**src/rtl/cpu_params.sv**
```systemverilog
`default_nettype none
// ============================================================================
//  Package     : cpu_params
//  Description : Core-wide sizing parameters shared by the integer backend.
//  Revision    : 1.0 - initial release
// ============================================================================
package cpu_params;

   // Number of integer reservation-station entries seen by the scheduler.
   localparam int RS_DEPTH = 8;

endpackage : cpu_params
`default_nettype wire

```
**src/rtl/int_rs_types.sv**
```systemverilog
`default_nettype none
// ============================================================================
//  Package     : int_rs_types
//  Description : Types shared by the integer reservation-station scheduler.
//  Revision    : 1.0 - initial release
// ============================================================================
package int_rs_types;

   // One age-matrix row at the core's default depth: bit j set means the
   // row's entry is older than entry j.
   typedef logic [cpu_params::RS_DEPTH-1:0] age_row_t;

endpackage : int_rs_types
`default_nettype wire

```
**src/rtl/int_rs_age_matrix.sv**
```systemverilog
`default_nettype none
// ============================================================================
//  Module      : int_rs_age_matrix
//  Description : Age matrix for the integer RS. Records relative allocation
//                order of entries and flags every requester that has no
//                older requester. The newly pushed entry becomes youngest.
//  Revision    : 1.0 - initial release
// ============================================================================
module int_rs_age_matrix
   import int_rs_types::*;
#(
   parameter int RS_DEPTH = cpu_params::RS_DEPTH
) (
   input  logic                clk,
   input  logic                rst,
   input  logic                flush,
   input  logic [RS_DEPTH-1:0] push,
   input  logic [RS_DEPTH-1:0] req,
   output logic [RS_DEPTH-1:0] oldest
);

   // r_older[i][j] = 1 : entry i was allocated before entry j
   logic [RS_DEPTH-1:0] r_older [RS_DEPTH];
   logic [RS_DEPTH-1:0] w_blocked;

   // Pushed entry clears its own row (older than nobody) and sets its column
   // in every other row (everybody else is older); the diagonal never sets.
   always_ff @(posedge clk) begin
      if (rst || flush) begin
         for (int i = 0; i < RS_DEPTH; i++) begin
            r_older[i] <= '0;
         end
      end else begin
         for (int k = 0; k < RS_DEPTH; k++) begin
            if (push[k]) begin
               r_older[k] <= '0;
               for (int j = 0; j < RS_DEPTH; j++) begin
                  if (j != k) begin
                     r_older[j][k] <= 1'b1;
                  end
               end
            end
         end
      end
   end

   // A requester is a candidate when no other requester is older than it.
   always_comb begin
      w_blocked = '0;
      for (int i = 0; i < RS_DEPTH; i++) begin
         for (int j = 0; j < RS_DEPTH; j++) begin
            if (req[j] && r_older[j][i]) begin
               w_blocked[i] = 1'b1;
            end
         end
      end
      oldest = req & ~w_blocked;
   end

endmodule : int_rs_age_matrix
`default_nettype wire

```
**src/rtl/int_rs_age_sched.sv**
```systemverilog
`default_nettype none
// ============================================================================
//  Module      : int_rs_age_sched
//  Description : Integer reservation-station scheduler. Allocates the lowest
//                free entry to the dispatched uop, grants one requesting entry
//                per cycle to the integer FU, and tracks occupancy.
//                Build option INT_RS_AGE_ORDER_EN: when defined, the grant
//                goes to the oldest requester (age matrix); when undefined,
//                to the lowest-index requester and no age matrix is built.
//  Revision    : 1.0 - initial release
// ============================================================================
module int_rs_age_sched #(
   parameter int RS_DEPTH = cpu_params::RS_DEPTH
) (
   input  logic                          clk,
   input  logic                          rst,
   input  logic                          flush,
   input  logic [RS_DEPTH-1:0]           entry_valid,
   input  logic [RS_DEPTH-1:0]           entry_request,
   output logic [RS_DEPTH-1:0]           entry_grant,
   output logic [RS_DEPTH-1:0]           entry_push,
   input  logic                          dispatch_valid,
   output logic                          dispatch_ready,
   input  logic                          fu_ready,
   output logic                          issue_valid,
   output logic [$clog2(RS_DEPTH)-1:0]   issue_idx,
   output logic [$clog2(RS_DEPTH+1)-1:0] occupancy
);

   localparam int c_IDX_W = $clog2(RS_DEPTH);
   localparam int c_OCC_W = $clog2(RS_DEPTH+1);

   logic [RS_DEPTH-1:0] w_free;
   logic [RS_DEPTH-1:0] w_push_sel;
   logic [RS_DEPTH-1:0] w_elig;
   logic [RS_DEPTH-1:0] w_cand;
   logic [RS_DEPTH-1:0] w_grant_sel;
   logic                w_ready;
   logic                w_grant_en;
   logic                w_push_any;
   logic                w_grant_any;
   logic [c_OCC_W-1:0]  r_occ;

   // Allocation: lowest free entry; a granted entry is still valid this cycle
   // so it cannot be reallocated until the RS drops its valid bit.
   always_comb begin
      w_free         = ~entry_valid;
      w_push_sel     = w_free & (~w_free + 1'b1);
      w_ready        = !rst && !flush && (|w_free);
      dispatch_ready = w_ready;
      entry_push     = (dispatch_valid && w_ready) ? w_push_sel : '0;
   end

   // Only valid entries may request; an entry pushed this cycle is not yet
   // valid, so it cannot be granted before the following cycle.
   assign w_elig = entry_request & entry_valid;

`ifdef INT_RS_AGE_ORDER_EN
   int_rs_age_matrix #(
      .RS_DEPTH (RS_DEPTH)
   ) u_age_matrix (
      .clk    (clk),
      .rst    (rst),
      .flush  (flush),
      .push   (entry_push),
      .req    (w_elig),
      .oldest (w_cand)
   );
`else
   assign w_cand = w_elig;
`endif

   // Grant: lowest-index candidate keeps the result one-hot even when the
   // age matrix holds no relation between requesters (e.g. after reset).
   always_comb begin
      w_grant_sel = w_cand & (~w_cand + 1'b1);
      w_grant_en  = !rst && !flush && fu_ready;
      entry_grant = w_grant_en ? w_grant_sel : '0;
      issue_valid = |entry_grant;
   end

   // Binary encode of the one-hot grant; zero when nothing is granted.
   always_comb begin
      issue_idx = '0;
      for (int i = 0; i < RS_DEPTH; i++) begin
         if (entry_grant[i]) begin
            issue_idx = issue_idx | c_IDX_W'(i);
         end
      end
   end

   assign w_push_any  = |entry_push;
   assign w_grant_any = |entry_grant;

   // Occupancy: +1 on push alone, -1 on grant alone, saturating at both ends.
   always_ff @(posedge clk) begin
      if (rst || flush) begin
         r_occ <= '0;
      end else if (w_push_any && !w_grant_any) begin
         if (r_occ != c_OCC_W'(RS_DEPTH)) begin
            r_occ <= r_occ + 1'b1;
         end
      end else if (w_grant_any && !w_push_any) begin
         if (r_occ != '0) begin
            r_occ <= r_occ - 1'b1;
         end
      end
   end

   assign occupancy = r_occ;

endmodule : int_rs_age_sched
`default_nettype wire

```
**config.mk**
```make
export PLATFORM = sky130hd
export DESIGN_NAME = int_rs_age_sched
export DESIGN_NICKNAME = d
export VERILOG_FILES = /design/src/rtl/cpu_params.sv /design/src/rtl/int_rs_types.sv /design/src/rtl/int_rs_age_matrix.sv /design/src/rtl/int_rs_age_sched.sv
export SDC_FILE = /design/constraint.sdc
export NUM_CORES = 1
export LEC_CHECK = 0
export BUFFER_PORTS_ARGS = -buffer_cell sky130_fd_sc_hd__buf_2
export CAP_MARGIN = 20
export CELL_PAD_IN_SITES_DETAIL_PLACEMENT = 1
export CELL_PAD_IN_SITES_GLOBAL_PLACEMENT = 1
export CORE_MARGIN = 5
export CORE_UTILIZATION = 23
export CTS_CLUSTER_DIAMETER = 50
export DETAILED_ROUTE_END_ITERATION = 10
export HOLD_SLACK_MARGIN = 0.1
export PLACE_DENSITY_LB_ADDON = 0.1
export SYNTH_ARGS = -nofsm -noshare
export SYNTH_HDL_FRONTEND = slang
export SYNTH_SLANG_ARGS = --single-unit
```
**constraint.sdc**
```tcl
create_clock -name clk -period 2.61 [get_ports clk]
set_clock_uncertainty 0.2 [all_clocks]
set_input_delay 0.3915 -clock clk [delete_from_list [all_inputs] [get_ports clk]]
set_output_delay 0.3915 -clock clk [all_outputs]
set_load 0.005 [all_outputs]
```
==> reports/qor.csv, run 1 <==
stage;metric;value;unit
placement;dp_hpwl;2200;microns
die;die_w;62.1;microns
setup_path;startpoint_type;input pin;
sta;rsz0062_at_grt;yes;
setup_path;cpPeakStageDelay;0.27;ns
sta;holdWs;0.344;ns
sta;period_minus_slack;2.51;ns
detailed_routing;ant_nets;0;
yosys;syn-instance-count;86;
detailed_routing;drt-wirelength-per-cell;14.7;microns
power;internal-power;0.000166;W
setup_path;r2r_cells;5;
setup_path;cp_max_fo;5;
setup_path;r2r-start;occupancy[1];
grt;grt_pass1_wl;4040;microns
setup_path;reg2reg_slack;0.94;ns
setup_path;cp.arrival;2.44;ns
setup_path;end_kind;flip-flop;
detailed_routing;drt_iter0_markers;41;
yosys;synth_edf_count;0;
layout;nets;177;
setup_path;worst-path-stages;12;
setup_path;path_cells;buf_2 > and4_1 > and3_1 > a31o_2 > inv_1 > ha_4 > inv_4 > ha_4 > a21oi_4 > and2_4 > o221ai_2 > a311o_1;
yosys;synth.yosys.warnings;0;
power;powerDensity;225;nW/um^2
detailed_routing;num_vias;919;
sta;hold_viol;0;
detailed_routing;drc;0;
detailed_routing;drt_first_pass_iters;6;
clocking;ctsHoldBuffers;0;
die;coreArea;2540;sq um
yosys;yosysSeqAreaShare;0.129;
placement;portBuffers;45;
layout;final_cell_mix;buf_2 (44), buf_4 (18), nand2_1 (14);
yosys;async_reset_ff_frac;0;
layout;finish.utilization;0.434;
run;cap_violations;0;
yosys;synth-main-ff-cell;dfxtp_1;
detailed_routing;finalWirelength;2640;microns
worst_hold_path;hold_depth;3;
sta;max_freq;0.399;GHz
setup_path;critical_path.endpoint;occupancy[3];
power;p_sw_frac;0.334;
grt;grt_overflow;0;
clocking;clock_path_buffers;2;
die;pin_count;46;
detailed_routing;avgViaCountPerCell;5.11;
clocking;clkSlewWorstSetupHoldPaths;0.04;ns
layout;drive_above_1_share;0.567;
grt;first_global_vias;887;
worst_hold_path;hold_class;in -> reg;
power;p_leak;0.546;nW
setup_path;path_common_cell;ha_4;
yosys;synth_seq_cells;4;
clocking;cts_buffers;3;
yosys;syn_nets;111;
grt;grt_max_degree;8;
die;fp.dieH;62.1;microns
layout;largest_reg_flops;4;
status;status;completed;
setup_path;cp-startpoint;entry_valid[2];
setup_path;critPathKind;in -> reg;
sta;fin_crit_sh;0.961;
placement;gp_congestion;0.757;
setup_path;required;2.54;ns
layout;antenna_cells;0;
layout;layout_commonest_cell;buf_2;
clocking;htreeDepth;1;
sta;relSlewSlack;0.737;
setup_path;cpMaxStageDelayCell;a311o_1;
power;peakVddDrop;0.000117;V
clocking;cts-root-buf;clkbuf_4;
yosys;ys_types;37;
sta;finalMaxSlewViolations;0;
grt;track_usage;0.139;
die;initial_core_util;0.245;
die;core.rowCount;18;
die;dieArea;3850;sq um
yosys;netlist_area;623;sq um
layout;fillers;343;
power;p_seq_frac;0.255;
layout;area_growth;77.3;%
setup_path;path_buf_inv;3;
setup_path;r2r-end;occupancy[3];
power;pwr-share-comb;0.418;
sta;worstMarginPinSlew;0.394;ns
clocking;cts_tree;built;
grt;antenna_found_initial;0;
sta;setup_violations;0;
clocking;clock-sinks;4;
yosys;syn_area_per_cell;7.25;sq um
setup_path;cpLargestDelayFamily;compound AO/OA/AOI/OAI gates;
power;switchingPower;0.0000832;W
clocking;clk_latency;0.24;ns
power;clkPwrFrac;0.327;
## per-stage QoR
| step | power (W) | setup TNS (ns) | worst slack, ns | cells | cell area [sq um] |
|---|---|---|---|---|---|
| after floorplan | 0.000107 | 0 | 0.00640 | 86 | 657 |
| after global placement | 0.000159 | -0.155 | -0.143 | 175 | 1020 |
| after detailed placement | 0.000162 | -0.269 | -0.214 | 175 | 1020 |
| after CTS | 0.000246 | 0 | 0.0372 | 178 | 1050 |
| after global routing | 0.000267 | -0.0136 | -0.0136 | 180 | 1100 |
| final | 0.000249 | 0 | 0.102 | 180 | 1100 |
## synthesized netlist by cell type, drive strengths merged, types with 2 or more instances
library cell	instances	area [sq um]
ha	3	37.5
inv	4	15.0
nand2	14	52.6
nand2b	2	12.5
and2	4	25.0
nand4	3	18.8
a31o	2	17.5
nor3b	4	35.0
and3	2	12.5
nor2	11	46.3
dfxtp	4	80.1
a31oi	2	18.8
a21oi	2	10.0
nor3	5	25.0
nand3	5	25.0
## cell families after synthesis
kind of cell             share of synthesized area
multiplexers                                0.0161
XOR/XNOR                                    0.0141
flip-flops                                   0.129
buffers and inverters                       0.0482
AND/OR/NAND/NOR                              0.454
AO/OA/AOI/OAI                                0.247
adder cells (fa/ha/maj)                     0.0924
## worst register-to-register path, delay by kind of cell, from the launching register on
family | cells | cell delay (ns)
and+or+nand+nor | 2 | 0.24
DFF | 1 | 0.44
adders and majority gates | 1 | 0.32
AOI/OAI and AO/OA | 2 | 0.36
## worst min path at each step
stage                       from      endpoint  slack (ns)
floorplan           occupancy[1]  occupancy[1]        0.31
global placement    occupancy[1]  occupancy[1]        0.34
detailed placement  occupancy[1]  occupancy[1]        0.35
CTS                        flush  occupancy[0]        0.35
global route               flush  occupancy[0]        0.37
finish                     flush  occupancy[0]        0.34
## metal layers
metal | track usage | vias up | wire (microns)
li1 | - | 451 | -
met2 | 0.222 | 36 | 1190
met4 | 0.0545 | 0 | 39
met3 | 0.0103 | 5 | 199
met5 | 0 | - | 0
met1 | 0.194 | 427 | 1210
## power groups by stage
stage           Clock, W  Sequential (W)  Combinational, W
6_report       0.0000815       0.0000634          0.000104
2_1_floorplan          0       0.0000642         0.0000430
5_1_grt        0.0000889       0.0000635          0.000115
3_5_place_dp           0       0.0000644         0.0000975
4_1_cts        0.0000841       0.0000633         0.0000983
3_3_place_gp           0       0.0000644         0.0000945
## cell type report
| type | instances | area, sq um | share of cell area |
|---|---|---|---|
| repair buffers | 63 | 367 | 0.332 |
| inverters | 4 | 17.5 | 0.0159 |
| flip-flops and latches | 4 | 80.1 | 0.0725 |
| clock buffers | 3 | 22.5 | 0.0204 |
| well taps | 30 | 37.5 | 0.0340 |
| multi-input cells | 76 | 581 | 0.525 |
## repair_timing
| item | in CTS | in global routing |
|---|---|---|
| endpoints found under the setup margin | 0 | 1 |
| endpoints found under the hold margin | 0 | 0 |
| resized for setup | 0 | 7 |
| buffers inserted | 0 | 2 |
(Power assumes the default switching activity.)
==> inputs of run 2 (changes only) <==
--- a/config.mk
+++ b/config.mk
@@ -5,14 +5,14 @@
 export SDC_FILE = /design/constraint.sdc
 export NUM_CORES = 1
 export LEC_CHECK = 0
-export BUFFER_PORTS_ARGS = -buffer_cell sky130_fd_sc_hd__buf_2
 export CAP_MARGIN = 20
 export CELL_PAD_IN_SITES_DETAIL_PLACEMENT = 1
 export CELL_PAD_IN_SITES_GLOBAL_PLACEMENT = 1
 export CORE_MARGIN = 5
-export CORE_UTILIZATION = 23
+export CORE_UTILIZATION = 42
 export CTS_CLUSTER_DIAMETER = 50
 export DETAILED_ROUTE_END_ITERATION = 10
+export DONT_BUFFER_PORTS = 1
 export HOLD_SLACK_MARGIN = 0.1
 export PLACE_DENSITY_LB_ADDON = 0.1
 export SYNTH_ARGS = -nofsm -noshare
==> constraint.sdc (replaced) <==
create_clock -name clk -period 3.2 [get_ports clk]
set_clock_uncertainty 0.2 [all_clocks]
set_input_delay 0.16 -clock clk [delete_from_list [all_inputs] [get_ports clk]]
set_output_delay 0.16 -clock clk [all_outputs]
set_load 0.005 [all_outputs]
==> reports/qor.csv, run 2 (same netlist as run 1, synthesis figures left out) <==
stage;metric;value;unit;change
clocking;ctsResizeCount;0;;unchanged
sta;relSlewSlack;0.729;;-0.00824
layout;antenna_cells;0;;unchanged
setup_path;cp.arrival;2.51;ns;+0.07 ns
clocking;cts-root-buf;clkbuf_4;;
placement;dp_worst_setup_slack;0.374;ns;+0.588 ns
sta;setup_tns;0;ns;unchanged
grt;grt_max_degree;8;;unchanged
power;p_leak;0.244;nW;-55%
setup_path;path_cells;or3b_1 > a31o_2 > ha_1 > inv_1 > ha_1 > a21oi_1 > and2_1 > o221ai_1 > a311o_1;;
placement;portBuffers;0;;-100%
die;pin_count;46;;unchanged
die;core.rowCount;13;;-5
detailed_routing;num_vias;674;;-27%
sta;worst_slack;0.609;ns;+0.508 ns
clocking;cts_buffers;3;;unchanged
die;coreArea;1350;sq um;-47%
clocking;cts_tree;built;;
die;die_w;48.5;microns;-22%
grt;track_usage;0.165;;+0.0260
setup_path;cpLargestDelayFamily;compound AO/OA/AOI/OAI gates;;
power;powerDensity;226;nW/um^2;+0.49%
layout;largest_reg_flops;4;;unchanged
setup_path;critical_path.endpoint;occupancy[3];;
grt;grt_pass1_wl;3190;microns;-21%
layout;nets;117;;-34%
placement;placed_cells;100;;-43%
grt;first_global_vias;712;;-20%
detailed_routing;finalWirelength;1910;microns;-28%
sta;max_freq;0.386;GHz;
clocking;clkSlewWorstSetupHoldPaths;0.03;ns;about the same
clocking;clock_path_buffers;2;;unchanged
sta;setup_violations;0;;unchanged
sta;fin_crit_sh;0.810;;
setup_path;path_common_cell;ha_1;;
setup_path;r2r-end;occupancy[3];;
sta;period_minus_slack;2.59;ns;
worst_hold_path;hold_class;in -> out;;
sta;finalMaxSlewViolations;0;;unchanged
detailed_routing;drt_first_pass_iters;4;;-2
setup_path;r2r_cells;5;;unchanged
sta;worstMarginPinSlew;0.406;ns;+0.0115 ns
die;fp.dieH;48.5;microns;-22%
detailed_routing;ant_nets;0;;unchanged
detailed_routing;drc;0;;unchanged
setup_path;reg2reg_slack;1.34;ns;+0.40 ns
layout;stdcell_count;105;;-42%
setup_path;end_kind;flip-flop;;
clocking;htreeDepth;1;;unchanged
die;dieArea;2350;sq um;-39%
die;initial_core_util;0.462;;+0.217
placement;dp_hpwl;1650;microns;-25%
status;status;completed;;
setup_path;startpoint_type;input pin;;
power;peakVddDrop;0.000158;V;+34%
sta;rsz0062_at_grt;no;;
grt;antenna_found_initial;0;;unchanged
setup_path;cp-startpoint;rst;;
clocking;clock-sinks;4;;unchanged
setup_path;cpMaxStageDelayCell;or3b_1;;
grt;grt_overflow;0;;unchanged
detailed_routing;avgViaCountPerCell;6.42;;+26%
layout;area_growth;8.63;%;
clocking;clk_latency;0.23;ns;about the same
setup_path;r2r-start;occupancy[2];;
layout;drive_above_1_share;0.156;;-0.411
setup_path;critPathKind;in -> reg;;
layout;final_cell_mix;nand2_1 (14), nor2_1 (9), nand3_1 (5), nor3_1 (5);;
setup_path;worst-path-stages;9;;-3
setup_path;cp_max_fo;6;;+1
setup_path;cpPeakStageDelay;0.51;ns;+0.24 ns
run;cap_violations;0;;unchanged
power;power;0.000153;W;-38%
placement;gp_congestion;0.740;;-2.3%
layout;layout_commonest_cell;nand2_1;;
sta;hold_viol;0;;unchanged
setup_path;path_buf_inv;1;;-2
detailed_routing;drt_iter0_markers;17;;-59%
detailed_routing;drt-wirelength-per-cell;18.2;microns;+24%
setup_path;required;3.12;ns;+0.58 ns
-- run 2: changes by cell type in the layout (fill, tap and decap cells not counted), sizes merged --
cell         previous run  this run
buf                    63         1
dlygate4sd3             0         2
-- run 2: area by class of cell --
type / instances / area [sq um]
Sequential cell: 4 / 80.1
Inverter: 4 / 15.0
Fill cell: 184 / 673
Timing Repair Buffer: 3 / 27.5
Tap cell: 15 / 18.8
Multi-Input combinational cell: 76 / 513
Clock buffer: 3 / 22.5
-- run 2: repair_timing --
| action | 4_1_cts | 5_1_grt |
|---|---|---|
| setup buffers | 0 | 0 |
| hold buffers | 2 | 0 |
| endpoints found under the hold margin | 3 | 0 |
-- run 2: power breakdown --
part           internal [W]  switching (W)
Combinational     0.0000170      0.0000230
Clock             0.0000419      0.0000196
Sequential        0.0000508     0.00000102
-- run 2: per-stage QoR --
stage / utilization / hold WS [ns] / instance area, sq um
after floorplan: - / 0.144 / 623
after global placement: 0.470 / 0.148 / 634
after detailed placement: 0.470 / 0.149 / 634
after CTS: 0.501 / 0.149 / 677
after global routing: 0.501 / 0.150 / 677
final: 0.501 / 0.148 / 677
-- run 2: worst min-delay path by stage --
stage | cells after the start | slack, ns | from | end
6_report | 1 | 0.15 | entry_valid[1] | entry_push[1]
5_1_grt | 1 | 0.15 | entry_valid[1] | entry_push[1]
4_1_cts | 1 | 0.15 | entry_valid[1] | entry_push[1]
3_5_place_dp | 1 | 0.15 | entry_valid[1] | entry_push[1]
3_3_place_gp | 1 | 0.15 | entry_valid[1] | entry_push[1]
2_1_floorplan | 1 | 0.14 | entry_valid[1] | entry_push[1]
-- run 2: layer usage --
metal  GRT usage  part of all wire  vias up
met5           0                 0        -
met4      0.0538             0.011        0
met3       0.116              0.14        4
met2       0.254              0.46       36
met1       0.178              0.39      303
li1            -                 -      331
==> inputs of run 3 (changes only) <==
--- a/config.mk
+++ b/config.mk
@@ -9,7 +9,7 @@
 export CELL_PAD_IN_SITES_DETAIL_PLACEMENT = 1
 export CELL_PAD_IN_SITES_GLOBAL_PLACEMENT = 1
 export CORE_MARGIN = 5
-export CORE_UTILIZATION = 42
+export CORE_UTILIZATION = 39
 export CTS_CLUSTER_DIAMETER = 50
 export DETAILED_ROUTE_END_ITERATION = 10
 export DONT_BUFFER_PORTS = 1
==> constraint.sdc (replaced) <==
create_clock -name clk -period 2.6 [get_ports clk]
set_clock_uncertainty 0.2 [all_clocks]
set_input_delay 0.13 -clock clk [delete_from_list [all_inputs] [get_ports clk]]
set_output_delay 0.13 -clock clk [all_outputs]
set_load 0.005 [all_outputs]
==> reports/qor.csv, run 3 (same netlist as run 1, synthesis figures left out) <==
stage;metric;value;unit;change
status;status;completed;;
sta;max_freq;0.432;GHz;
die;fp.dieH;50.0;microns;+3.0%
worst_hold_path;hold_class;in -> out;;
setup_path;cp_max_fo;5;;-1
layout;nets;126;;+7.7%
die;initial_core_util;0.414;;-0.0479
clocking;htreeDepth;1;;unchanged
power;p_seq_frac;0.318;;-0.020
grt;track_usage;0.170;;+0.00503
placement;post_dp_cell_area;673;sq um;+6.1%
die;die_w;50.0;microns;+3.0%
layout;area_growth;21.3;%;
sta;fin_crit_sh;0.891;;
layout;fillers;205;;+11%
placement;gp_congestion;0.825;;+12%
grt;use_met3;0.0331;;-0.0831
power;clkPwrFrac;0.389;;-0.012
sta;setup_tns;0;ns;unchanged
clocking;cts_setup_buffers;0;;unchanged
setup_path;end_kind;flip-flop;;
layout;drive_above_1_share;0.192;;+0.0364
die;pin_count;46;;unchanged
layout;multi_input_area;513;sq um;unchanged
layout;finish.utilization;0.502;;about the same
power;switchingPower;0.0000578;W;+33%
clocking;clock_path_buffers;2;;unchanged
grt;grt_max_degree;8;;unchanged
die;core.rowCount;14;;+1
layout;antenna_cells;0;;unchanged
grt;first_global_vias;709;;-0.42%
grt;grt_pass1_wl;3360;microns;+5.2%
layout;layout_commonest_cell;nand2_1;;
layout;stdcell_area;756;sq um;+12%
clocking;clock-sinks;4;;unchanged
die;dieArea;2500;sq um;+6.1%
grt;antenna_found_initial;0;;unchanged
sta;setup_violations;0;;unchanged
layout;largest_reg_flops;4;;unchanged
placement;dp_hpwl;1630;microns;-0.84%
clocking;ctsResizeCount;0;;unchanged
grt;grt_overflow;0;;unchanged
power;internal-power;0.000142;W;+30%
sta;period_minus_slack;2.32;ns;
setup_path;required;2.52;ns;-0.60 ns
detailed_routing;drc;0;;unchanged
power;powerDensity;265;nW/um^2;+17%
layout;final_cell_mix;nand2_1 (14), nor2_1 (9), dlygate4sd3_1 (6), buf_4 (6);;
run;cap_violations;0;;unchanged
clocking;ctsHoldBuffers;6;;+4
power;p_leak;0.284;nW;+17%
detailed_routing;drt-wirelength-per-cell;18.4;microns;+1.2%
power;pwr-share-comb;0.293;;+0.032
grt;grt.busiest_layer;met2;;
sta;rsz0062_at_grt;no;;
clocking;cts-root-buf;clkbuf_4;;
setup_path;critPathKind;in -> reg;;
layout;seq_area;80.1;sq um;unchanged
setup_path;cp.arrival;2.24;ns;-0.27 ns
detailed_routing;avgViaCountPerCell;6.15;;-4.2%
clocking;cts_buffers;3;;unchanged
power;p_sw_frac;0.289;;+0.00453
detailed_routing;ant_nets;0;;unchanged
sta;finalMaxSlewViolations;0;;unchanged
clocking;clkSlewWorstSetupHoldPaths;0.04;ns;about the same
sta;hold_viol;0;;unchanged
sta;holdWs;0.104;ns;-0.0442 ns
clocking;cts_tree;built;;
grt;grt_use_met2;0.343;;+0.0889
detailed_routing;num_vias;707;;+4.9%
sta;relSlewSlack;0.729;;about the same
grt;grt_use_met1;0.167;;-0.0110
detailed_routing;drt_iter0_markers;10;;-7
detailed_routing;drt_first_pass_iters;6;;+2
die;coreArea;1510;sq um;+12%
placement;portBuffers;0;;unchanged
power;peakVddDrop;0.000195;V;+24%
setup_path;startpoint_type;input pin;;
sta;worstMarginPinSlew;0.405;ns;-0.00100 ns
detailed_routing;finalWirelength;2120;microns;+11%
clocking;clk_latency;0.23;ns;about the same
==> run 3: changes by cell type in the layout (fill, tap and decap cells not counted), sizes merged <==
cell | previous run | this run
buf | 1 | 6
dlygate4sd3 | 2 | 6
==> run 3: critical path, stage by stage <==
cell      delay [ns]
a222oi_1        0.36
and2_1          0.20
a31o_2          0.16
ha_1            0.16
inv_1           0.06
buf_4           0.14
ha_1            0.27
nand3_1         0.11
and2_1          0.18
o221ai_1        0.14
a311o_1         0.32
==> run 3: power groups by stage <==
stage / Sequential (W) / Combinational (W) / Clock, W
floorplan: 0.0000644 / 0.0000387 / 0
CTS: 0.0000636 / 0.0000585 / 0.0000855
detailed placement: 0.0000647 / 0.0000506 / 0
global route: 0.0000637 / 0.0000648 / 0.0000868
finish: 0.0000637 / 0.0000586 / 0.0000779
global placement: 0.0000647 / 0.0000502 / 0
==> run 3: final cells by class <==
cell class / instances / share of cell area
Multi-Input combinational cell: 76 / 0.679
Tap cell: 16 / 0.0265
Inverter: 4 / 0.0199
Sequential cell: 4 / 0.106
Clock buffer: 3 / 0.0298
Timing Repair Buffer: 12 / 0.139
==> run 3: final timing paths <==
kind	cells past startpoint	start	slack [ns]	endpoint
worst max-delay path	11	entry_valid[5]	0.28	occupancy[3]
worst min-delay path	1	entry_valid[3]	0.10	entry_push[3]
worst max register to register	5	occupancy[2]	0.76	occupancy[3]
worst min register to register	2	occupancy[2]	0.37	occupancy[2]
==> run 3: routing by layer <==
layer | up-vias | share of wire
met1 | 333 | 0.35
met4 | 0 | 0
met5 | - | 0
met2 | 27 | 0.57
li1 | 347 | -
met3 | 0 | 0.076
==> run 3: stage by stage <==
| step | setup slack [ns] | power [W] | cells |
|---|---|---|---|
| floorplan | 0.0381 | 0.000103 | 86 |
| CTS | 0.272 | 0.000208 | 115 |
| finish | 0.283 | 0.000200 | 115 |
| global placement | 0.0954 | 0.000115 | 106 |
| detailed placement | 0.0247 | 0.000115 | 106 |
| global route | 0.0627 | 0.000215 | 115 |
